[src/rtl/traffic_pkg.sv]
// Shared lane geometry, small typedefs and the emergency FSM state encoding
// for the traffic sensor conditioner.
package traffic_pkg;

  localparam int NUM_LANES   = 4;
  localparam int IR_PER_LANE = 3;
  localparam int IR_W        = NUM_LANES * IR_PER_LANE;

  typedef logic [1:0] lane_idx_t;
  typedef logic [1:0] density_t;

  typedef enum logic [1:0] {
    IDLE    = 2'd0,
    QUALIFY = 2'd1,
    ACTIVE  = 2'd2,
    RELEASE = 2'd3
  } emerg_state_t;

  function automatic density_t lane_popcount(input logic [IR_PER_LANE-1:0] bits);
    density_t cnt;
    cnt = '0;
    for (int i = 0; i < IR_PER_LANE; i++) begin
      cnt = cnt + density_t'(bits[i]);
    end
    return cnt;
  endfunction

endpackage

[src/rtl/sensor_debounce.sv]
// One IR bit: two-flop synchroniser followed by a stable-count debounce that
// only lets the clean output follow after DEBOUNCE_CYCLES consecutive disagreements.
module sensor_debounce #(
  parameter int DEBOUNCE_CYCLES = 4
) (
  input  logic clk_i,
  input  logic reset_i,
  input  logic raw_i,
  output logic clean_o
);

  localparam int CW = $clog2(DEBOUNCE_CYCLES + 1);
  localparam logic [CW-1:0] CNT_LAST = CW'(DEBOUNCE_CYCLES - 1);

  logic          sync1_q;
  logic          sync2_q;
  logic          clean_q;
  logic          clean_d;
  logic [CW-1:0] cnt_q;
  logic [CW-1:0] cnt_d;

  // The count clears on the edge it would reach the limit, so it never wraps.
  always_comb begin
    cnt_d   = '0;
    clean_d = clean_q;
    if (sync2_q != clean_q) begin
      if (cnt_q >= CNT_LAST) begin
        clean_d = sync2_q;
      end else begin
        cnt_d = cnt_q + 1'b1;
      end
    end
  end

  always_ff @(posedge clk_i) begin
    if (!reset_i) begin
      sync1_q <= 1'b0;
      sync2_q <= 1'b0;
      clean_q <= 1'b0;
      cnt_q   <= '0;
    end else begin
      sync1_q <= raw_i;
      sync2_q <= sync1_q;
      clean_q <= clean_d;
      cnt_q   <= cnt_d;
    end
  end

  assign clean_o = clean_q;

endmodule

[src/rtl/traffic_sensor_conditioner.sv]
// Sensor front-end: debounced IR bits, per-lane density, and emergency lock FSM.
//   state   | meaning
//   IDLE    | no emergency; pick lowest-index high sound lane as candidate
//   QUALIFY | candidate must stay high EMERG_HOLD_CYCLES edges
//   ACTIVE  | emergency granted while candidate stays high
//   RELEASE | grant held until candidate low EMERG_RELEASE_CYCLES edges
module traffic_sensor_conditioner
  import traffic_pkg::*;
#(
  parameter int DEBOUNCE_CYCLES      = 4,
  parameter int HEAVY_THRESHOLD      = 2,
  parameter int EMERG_HOLD_CYCLES    = 8,
  parameter int EMERG_RELEASE_CYCLES = 16
) (
  input  logic                   clk_i,
  input  logic                   reset_i,
  input  logic [IR_W-1:0]        ir_raw_i,
  input  logic [NUM_LANES-1:0]   sound_raw_i,
  output logic [IR_W-1:0]        ir_clean_o,
  output logic [NUM_LANES-1:0]   sound_clean_o,
  output logic [2*NUM_LANES-1:0] lane_density_o,
  output logic [NUM_LANES-1:0]   heavy_lanes_o,
  output logic                   emergency_valid_o,
  output logic [1:0]             emergency_lane_o
);

  localparam int EMAX = (EMERG_RELEASE_CYCLES > EMERG_HOLD_CYCLES) ?
                        EMERG_RELEASE_CYCLES : EMERG_HOLD_CYCLES;
  localparam int ECW  = $clog2(EMAX + 1);
  localparam logic [ECW-1:0] HOLD_LAST    = ECW'(EMERG_HOLD_CYCLES - 1);
  localparam logic [ECW-1:0] RELEASE_LAST = ECW'(EMERG_RELEASE_CYCLES - 1);
  localparam density_t       HEAVY_T      = density_t'(HEAVY_THRESHOLD);

  logic [IR_W-1:0] ir_clean;

  for (genvar b = 0; b < IR_W; b++) begin : g_ir
    sensor_debounce #(
      .DEBOUNCE_CYCLES(DEBOUNCE_CYCLES)
    ) u_deb (
      .clk_i   (clk_i),
      .reset_i (reset_i),
      .raw_i   (ir_raw_i[b]),
      .clean_o (ir_clean[b])
    );
  end

  logic [2*NUM_LANES-1:0] density_q;
  logic [2*NUM_LANES-1:0] density_d;
  logic [NUM_LANES-1:0]   heavy_q;
  logic [NUM_LANES-1:0]   heavy_d;

  // Heavy flags come from the same popcount so they land with the density.
  always_comb begin
    density_d = '0;
    heavy_d   = '0;
    for (int l = 0; l < NUM_LANES; l++) begin
      density_d[2*l +: 2] = lane_popcount(ir_clean[IR_PER_LANE*l +: IR_PER_LANE]);
      heavy_d[l]          = lane_popcount(ir_clean[IR_PER_LANE*l +: IR_PER_LANE]) >= HEAVY_T;
    end
  end

  always_ff @(posedge clk_i) begin
    if (!reset_i) begin
      density_q <= '0;
      heavy_q   <= '0;
    end else begin
      density_q <= density_d;
      heavy_q   <= heavy_d;
    end
  end

  logic [NUM_LANES-1:0] snd_s1_q;
  logic [NUM_LANES-1:0] snd_s2_q;
  emerg_state_t         state_q;
  emerg_state_t         state_d;
  logic [ECW-1:0]       cnt_q;
  logic [ECW-1:0]       cnt_d;
  lane_idx_t            cand_q;
  lane_idx_t            cand_d;
  lane_idx_t            pick_lane;
  logic                 cand_bit;
  logic                 valid_q;
  logic                 valid_d;
  lane_idx_t            lane_q;
  lane_idx_t            lane_d;
  logic [NUM_LANES-1:0] sclean_q;
  logic [NUM_LANES-1:0] sclean_d;

  always_comb begin
    pick_lane = '0;
    for (int l = NUM_LANES - 1; l >= 0; l--) begin
      if (snd_s2_q[l]) begin
        pick_lane = lane_idx_t'(l);
      end
    end
  end

  assign cand_bit = snd_s2_q[cand_q];

  always_ff @(posedge clk_i) begin
    if (!reset_i) begin
      snd_s1_q <= '0;
      snd_s2_q <= '0;
      state_q  <= IDLE;
      cnt_q    <= '0;
      cand_q   <= '0;
      valid_q  <= 1'b0;
      lane_q   <= '0;
      sclean_q <= '0;
    end else begin
      snd_s1_q <= sound_raw_i;
      snd_s2_q <= snd_s1_q;
      state_q  <= state_d;
      cnt_q    <= cnt_d;
      cand_q   <= cand_d;
      valid_q  <= valid_d;
      lane_q   <= lane_d;
      sclean_q <= sclean_d;
    end
  end

  always_comb begin
    state_d = state_q;
    cnt_d   = cnt_q;
    cand_d  = cand_q;
    case (state_q)
      IDLE: begin
        if (|snd_s2_q) begin
          cand_d  = pick_lane;
          cnt_d   = ECW'(1);
          state_d = QUALIFY;
        end
      end
      QUALIFY: begin
        if (!cand_bit) begin
          cnt_d   = '0;
          state_d = IDLE;
        end else if (cnt_q >= HOLD_LAST) begin
          cnt_d   = '0;
          state_d = ACTIVE;
        end else begin
          cnt_d = cnt_q + 1'b1;
        end
      end
      ACTIVE: begin
        if (!cand_bit) begin
          cnt_d   = ECW'(1);
          state_d = RELEASE;
        end
      end
      RELEASE: begin
        if (cand_bit) begin
          cnt_d   = '0;
          state_d = ACTIVE;
        end else if (cnt_q >= RELEASE_LAST) begin
          cnt_d   = '0;
          state_d = IDLE;
        end else begin
          cnt_d = cnt_q + 1'b1;
        end
      end
      default: begin
        cnt_d   = '0;
        state_d = IDLE;
      end
    endcase
  end

  // Outputs decode the next state so they change on the same edge as the FSM.
  always_comb begin
    valid_d  = (state_d == ACTIVE) || (state_d == RELEASE);
    lane_d   = '0;
    sclean_d = '0;
    if (valid_d) begin
      lane_d           = cand_d;
      sclean_d[cand_d] = 1'b1;
    end
  end

  assign ir_clean_o        = ir_clean;
  assign lane_density_o    = density_q;
  assign heavy_lanes_o     = heavy_q;
  assign emergency_valid_o = valid_q;
  assign emergency_lane_o  = lane_q;
  assign sound_clean_o     = sclean_q;

endmodule

[config.mk]
export PLATFORM = sky130hd
export DESIGN_NAME = traffic_sensor_conditioner
export DESIGN_NICKNAME = d
export VERILOG_FILES = /design/src/rtl/traffic_pkg.sv /design/src/rtl/sensor_debounce.sv /design/src/rtl/traffic_sensor_conditioner.sv
export SDC_FILE = /design/constraint.sdc
export NUM_CORES = 1
export LEC_CHECK = 0
export CAP_MARGIN = 20
export CELL_PAD_IN_SITES_DETAIL_PLACEMENT = 1
export CELL_PAD_IN_SITES_GLOBAL_PLACEMENT = 1
export CORE_MARGIN = 1.5
export CORE_UTILIZATION = 35
export DETAILED_ROUTE_END_ITERATION = 10
export HOLD_SLACK_MARGIN = 0.03
export PLACE_DENSITY = 0.78
export SETUP_SLACK_MARGIN = 0.05
export SYNTH_ARGS = -nofsm -noshare
export SYNTH_HDL_FRONTEND = slang
export SYNTH_SLANG_ARGS = --single-unit
export TNS_END_PERCENT = 10
[constraint.sdc]
create_clock -name clk_i -period 2.2 [get_ports clk_i]
set_input_delay 0.55 -clock clk_i [delete_from_list [all_inputs] [get_ports clk_i]]
set_output_delay 0.55 -clock clk_i [all_outputs]
set_load 0.03 [all_outputs]
==> results.toml, run 1 <==
[job]
cap_violations = 0

[global_routing]
grt_usage_pct = 13.33
grt_pass1_wl_um = 12270
grt_max_degree = 30
antenna_found_initial = 0
gr-total-overflow = 0
first_global_vias = 2851

[clocking]
cts_buffers = 9
cts_htree_levels = 3
tritoncts = "done"
clk_pin_slew_ns = 0.07
cts.path.max_buffers = 2
insertion_delay_ns = 0.34
hold_buffers = 0
root_buffer = "clkbuf_16"
cts_sinks = 104

[sta]
drv_slew = 0
slew_headroom_pct = 66.08
rsz0062_at_grt = "yes"
layout_setup_ws_ns = 0.1703
fin_crit_sh_pct = 92.26
fmaxAchievable_mhz = 492.7
skew_ns = 0.006530
fin_setup_tns_ns = 0
tightest_slew_ns = 0.5055
finalHoldViolations = 0
setup_violations = 0
fin_crit_ns = 2.030

[cells_and_area]
fin_nets = 474
num_antenna_cells = 0
mostFrequentLayoutCells = "dfxtp_1, nor2_1, clkdlybuf4s50_1, and2_1, inv_1"
fin_cells = 571
final_util_pct = 44.00
drive_above_1_share_pct = 5.800
area_delta_synth_final_pct = 20.54
final_common_cell = "dfxtp_1"

[synth]
syn-cell-area_um2 = 4009
async_flop_share_pct = 0
seq_area_frac_synth_pct = 51.94
synth_edf_count = 0
ys_ff_latch = 104
synth_ff_type = "dfxtp_1"
yosysUniqueCellTypes = 43
syn_nets = 438
syn_inst = 390
yosysWarnings = 0
avgSynthCellArea_um2 = 10.28

[placement]
pre_cts_ws_ns = 0.1966
hpwl_um = 5480
port_buffers = 48
routabilityCongestion = 0.7743
dpl.cell_count = 555

[setup_path]
cp-start-kind = "flop"
cp.required_ns = 1.65
crit_arrival_ns = 1.48
crit_slowest_cell = "clkdlybuf4s50_1"
cp_num_buf_inv = 1
path_cells = "clkdlybuf4s50_1"
cp-end-kind = "output pin"
crit_type = "reg2out"
slowest_delay_ns = 0.71
cp_max_fo = 4
critical_path.top_delay_family = "buffers and inverters"

[power_and_ir_drop]
p_total_mw = 3.806
max-vdd-ir-drop_uv = 295.7
leakagePower_nw = 2.041
p_per_area_nw_per_um2 = 787.7

[floorplanning]
die_area_um2 = 12100
die_x_um = 110.0
design.core.area_um2 = 10980
io_pins = 49
initial_core_util_pct = 36.50
rows = 38
die_height_um = 110.0

[drt]
routedWlPerCell_um = 12.95
finalWirelength_um = 7392
dr.pass1.iters = 4
routed-via-count = 2701
drtAntennaViolNets = 0
via_per_inst = 4.730
drc = 0
initialDrtViolationCount = 52

[worst_hold_path]
min_path_type = "reg2reg"

[status]
status = "finished clean"
==> power breakdown <==
| part | internal (mW) | switching, mW |
|---|---|---|
| Clock | 1.03 | 0.655 |
| Sequential | 1.93 | 0.0320 |
| Combinational | 0.0844 | 0.0810 |
| Total | 3.04 | 0.768 |
==> metal layers <==
| metal | part of all wire [%] | GRT usage (%) | vias to the layer above |
|---|---|---|---|
| met1 | 40 | 13.09 | 1312 |
| met3 | 2.5 | 2.528 | 8 |
| li1 | - | - | 1340 |
| met2 | 56 | 25.95 | 41 |
| met5 | 0 | 0 | - |
| met4 | 1.7 | 7.328 | 0 |
==> what timing repair did <==
action	CTS	global route
setup endpoints to repair	0	2
resized for setup	0	1
buffers inserted	0	0
==> through the flow <==
step | area [um2] | hold WS [ns]
after floorplan | 4009 | 0.4119
after global placement | 4516 | 0.4132
after detailed placement | 4516 | 0.4214
after CTS | 4831 | 0.4379
after global routing | 4832 | 0.4415
final | 4832 | 0.4311
==> cell families after synthesis <==
group / Yosys count / share of synthesized area (%)
simple gates: 125 / 16.04
mux: 13 / 3.558
fa+ha+maj: 30 / 10.11
buf+inv: 61 / 7.428
flops: 104 / 51.94
compound gates: 45 / 8.303
xor+xnor: 12 / 2.622
==> final cells by class <==
type | instances | area (um2)
clock buffers | 13 | 250.2
clock inverters | 3 | 65.06
fillers | 1224 | 6151
inverters | 35 | 131.4
multi-input cells | 225 | 1630
flip-flops and latches | 104 | 2082
well taps | 140 | 175.2
repair buffers | 51 | 498.0
==> path summary, 6_finish.rpt <==
| check | cells past startpoint | startpoint | to | slack [ns] |
|---|---|---|---|---|
| max | 1 | g_ir[7].u_deb.clean_o$_SDFFE_PN0P_ | ir_clean_o[7] | 0.17 |
| min | 1 | g_ir[10].u_deb.sync1_q$_SDFF_PN0_ | g_ir[10].u_deb.sync2_q$_SDFF_PN0_ | 0.43 |
| max reg2reg | 6 | cnt_q[0]$_SDFFE_PN0P_ | sound_clean_o[0]$_SDFF_PN0_ | 0.18 |
| min reg2reg | 1 | g_ir[10].u_deb.sync1_q$_SDFF_PN0_ | g_ir[10].u_deb.sync2_q$_SDFF_PN0_ | 0.43 |
==> flip-flops by register name, summed over array words and instances, names as in the netlist, 4 cells and up <==
signal              cells
g_ir.u_deb.cnt_q       36
g_ir.u_deb.clean_o     12
g_ir.u_deb.sync1_q     12
g_ir.u_deb.sync2_q     12
lane_density_o          6
cnt_q                   5
snd_s1_q                4
snd_s2_q                4
sound_clean_o           4
==> synthesized netlist by cell type, types with 2 or more instances <==
library cell | number | share of area, %
dfxtp_1 | 104 | 52
nor2_1 | 56 | 5.2
and2_1 | 36 | 5.6
inv_1 | 34 | 3.2
ha_1 | 26 | 8.1
a211oi_1 | 16 | 3.0
buf_4 | 16 | 3.0
nand3_1 | 16 | 2.0
mux2i_1 | 12 | 3.0
xor2_1 | 12 | 2.6
a21oi_1 | 11 | 1.4
clkbuf_1 | 8 | 0.75
fa_1 | 4 | 2.0
nand2_1 | 4 | 0.37
nor2b_1 | 4 | 0.62
a2111oi_0 | 2 | 0.44
and4_1 | 2 | 0.44
o21ai_0 | 2 | 0.25
No activity file was read; power rests on OpenSTA's default activity.
==> run 2, diff against run 1 <==
--- a/config.mk
+++ b/config.mk
@@ -11,7 +11,7 @@
 export CORE_MARGIN = 1.5
 export CORE_UTILIZATION = 35
 export DETAILED_ROUTE_END_ITERATION = 10
-export HOLD_SLACK_MARGIN = 0.03
+export HOLD_SLACK_MARGIN = 0.06
 export PLACE_DENSITY = 0.78
 export SETUP_SLACK_MARGIN = 0.05
 export SYNTH_ARGS = -nofsm -noshare
==> constraint.sdc (replaced) <==
create_clock -name clk_i -period 1.9 [get_ports clk_i]
set_input_delay 0.475 -clock clk_i [delete_from_list [all_inputs] [get_ports clk_i]]
set_output_delay 0.475 -clock clk_i [all_outputs]
set_load 0.03 [all_outputs]
==> results.toml, run 2 (synthesis gave the netlist of run 1 again) <==
[cells_and_area]
nFillCells = 1198
multi_input_area_um2 = 1642
final_common_cell = "dfxtp_1"
area_delta_synth_final_pct = 21.54
final_area_um2 = 4872
drive_above_1_share_pct = 7.780
num_antenna_cells = 0
ff_latch_area_um2 = 2082
regMostFlops = "g_ir.u_deb.cnt_q"
largest_reg_flops = 36
fin_cells = 577
fin_nets = 480
mostFrequentLayoutCells = "dfxtp_1, nor2_1, and2_1, clkdlybuf4s50_1, inv_1"

[global_routing]
grt_max_degree = 30
grt_usage_pct = 13.42
gr-total-overflow = 0
antenna_found_initial = 0
grt_pass1_wl_um = 12700
first_global_vias = 2853

[setup_path]
crit_type = "reg2out"
r2r_end = "sound_clean_o[1]$_SDFF_PN0_"
cp_max_fo = 2
slowest_delay_ns = 0.68
cp.required_ns = 1.42
r2r_cells = 6
cp-start-kind = "flop"
rrSetupSlack_ns = 0.11
path_cells = "clkdlybuf4s50_1"
critical_path.top_delay_family = "buffers and inverters"
crit_slowest_cell = "clkdlybuf4s50_1"
cp-end-kind = "output pin"
cp_num_buf_inv = 1
crit_arrival_ns = 1.34
worstReg2RegStart = "cnt_q[0]$_SDFFE_PN0P_"

[placement]
dpl.cell_count = 560
routabilityCongestion = 0.7567
port_buffers = 48
hpwl_um = 5377
placed_cell_area_um2 = 4553
pre_cts_ws_ns = 0.08344

[sta]
slew_headroom_pct = 69.88
finalHoldViolations = 0
fin_setup_tns_ns = 0
tightest_slew_ns = 0.4518
skew_ns = 0.008671
setup_violations = 0
fin_crit_sh_pct = 95.42
fin_crit_ns = 1.813
layout_setup_ws_ns = 0.08694
drv_slew = 0
fmaxAchievable_mhz = 551.6
rsz0062_at_grt = "yes"

[worst_hold_path]
holdCritStartpoint = "g_ir[10].u_deb.sync1_q$_SDFF_PN0_"
hold_path_end = "g_ir[10].u_deb.sync2_q$_SDFF_PN0_"
min_path_type = "reg2reg"
hold_path_depth = 1

[floorplanning]
die_x_um = 110.0
die_area_um2 = 12100
io_pins = 49
initial_core_util_pct = 36.50
rows = 38
die_height_um = 110.0
design.core.area_um2 = 10980

[clocking]
cts.path.max_buffers = 2
cts_sinks = 104
clk_pin_slew_ns = 0.07
tritoncts = "done"
insertion_delay_ns = 0.33
cts_htree_levels = 3
cts_buffers = 9
root_buffer = "clkbuf_16"

[drt]
dr.pass1.iters = 4
routed-via-count = 2710
finalWirelength_um = 7309
initialDrtViolationCount = 38
via_per_inst = 4.697
drtAntennaViolNets = 0
drc = 0
routedWlPerCell_um = 12.67

[power_and_ir_drop]
max-vdd-ir-drop_uv = 520.8
leakagePower_nw = 2.119
p_per_area_nw_per_um2 = 900.7

[job]
cap_violations = 0

[status]
status = "finished clean"
## run 2: per-layer routing
layer / GRT usage [%] / vias up / part of all wire (%)
met5: 0 / - / 0
met4: 3.989 / 0 / 1.2
met3: 3.057 / 8 / 2.5
met2: 24.71 / 30 / 53
met1: 15.39 / 1317 / 44
li1: - / 1355 / -
## run 2: cell type report
| class | instances | share of cell area (%) |
|---|---|---|
| clock buffers | 11 | 4.777 |
| clock inverters | 5 | 1.669 |
| inverters | 35 | 2.696 |
| multi-input cells | 225 | 33.69 |
| flip-flops and latches | 104 | 42.73 |
| well taps | 140 | 3.595 |
| repair buffers | 57 | 10.84 |
## run 2: worst reg2reg max path: cells and delay by family (launching register included)
family,cells,cell delay [ns]
compound gates,2,0.60
fa+ha+maj,2,0.43
flops,1,0.33
simple gates,2,0.32
## run 2: worst max path at each step
stage                                      from                           to  slack [ns]  cells after the start
finish              heavy_lanes_o[0]$_SDFF_PN0_            lane_density_o[1]        0.09                      1
floorplan                 cnt_q[0]$_SDFFE_PN0P_  sound_clean_o[1]$_SDFF_PN0_        0.16                      6
detailed placement        cnt_q[0]$_SDFFE_PN0P_  sound_clean_o[0]$_SDFF_PN0_        0.08                      6
global placement          cnt_q[0]$_SDFFE_PN0P_  sound_clean_o[1]$_SDFF_PN0_        0.16                      6
global route              cnt_q[0]$_SDFFE_PN0P_  sound_clean_o[0]$_SDFF_PN0_       0.007                      6
CTS                       cnt_q[0]$_SDFFE_PN0P_  sound_clean_o[2]$_SDFF_PN0_        0.05                      7
## run 2: power by group
| part | total [mW] | leakage [nW] | internal, mW | switching (mW) |
|---|---|---|---|---|
| logic | 0.200 | 1.12 | 0.101 | 0.0986 |
| clock network | 1.92 | 0.150 | 1.16 | 0.768 |
| registers | 2.26 | 0.846 | 2.23 | 0.0345 |
## run 2: metrics by stage
step	hold slack, ns	util, %	total power, mW
final	0.4344	44.36	4.388
after global routing	0.4523	44.36	4.589
after CTS	0.4391	44.20	4.460
after detailed placement	0.4225	41.46	2.515
after global placement	0.4136	41.46	2.501
after floorplan	0.4119	-	2.433
## run 2: what timing repair did
| action | in CTS | in global routing |
|---|---|---|
| gates resized for setup | 14 | 2 |
| hold endpoints to repair | 0 | 0 |
| endpoints found under the setup margin | 14 | 10 |
| pin swaps | 0 | 1 |
| buffers inserted | 0 | 1 |
| hold buffers | 0 | 0 |
==> run 3, diff against run 2 <==
--- a/config.mk
+++ b/config.mk
@@ -11,6 +11,7 @@
 export CORE_MARGIN = 1.5
 export CORE_UTILIZATION = 35
 export DETAILED_ROUTE_END_ITERATION = 10
+export GPL_ROUTABILITY_DRIVEN = 1
 export HOLD_SLACK_MARGIN = 0.06
 export PLACE_DENSITY = 0.78
 export SETUP_SLACK_MARGIN = 0.05
==> results of run 3 <==
Same layout as run 2: the final DEF is identical, and so are final timing and power.
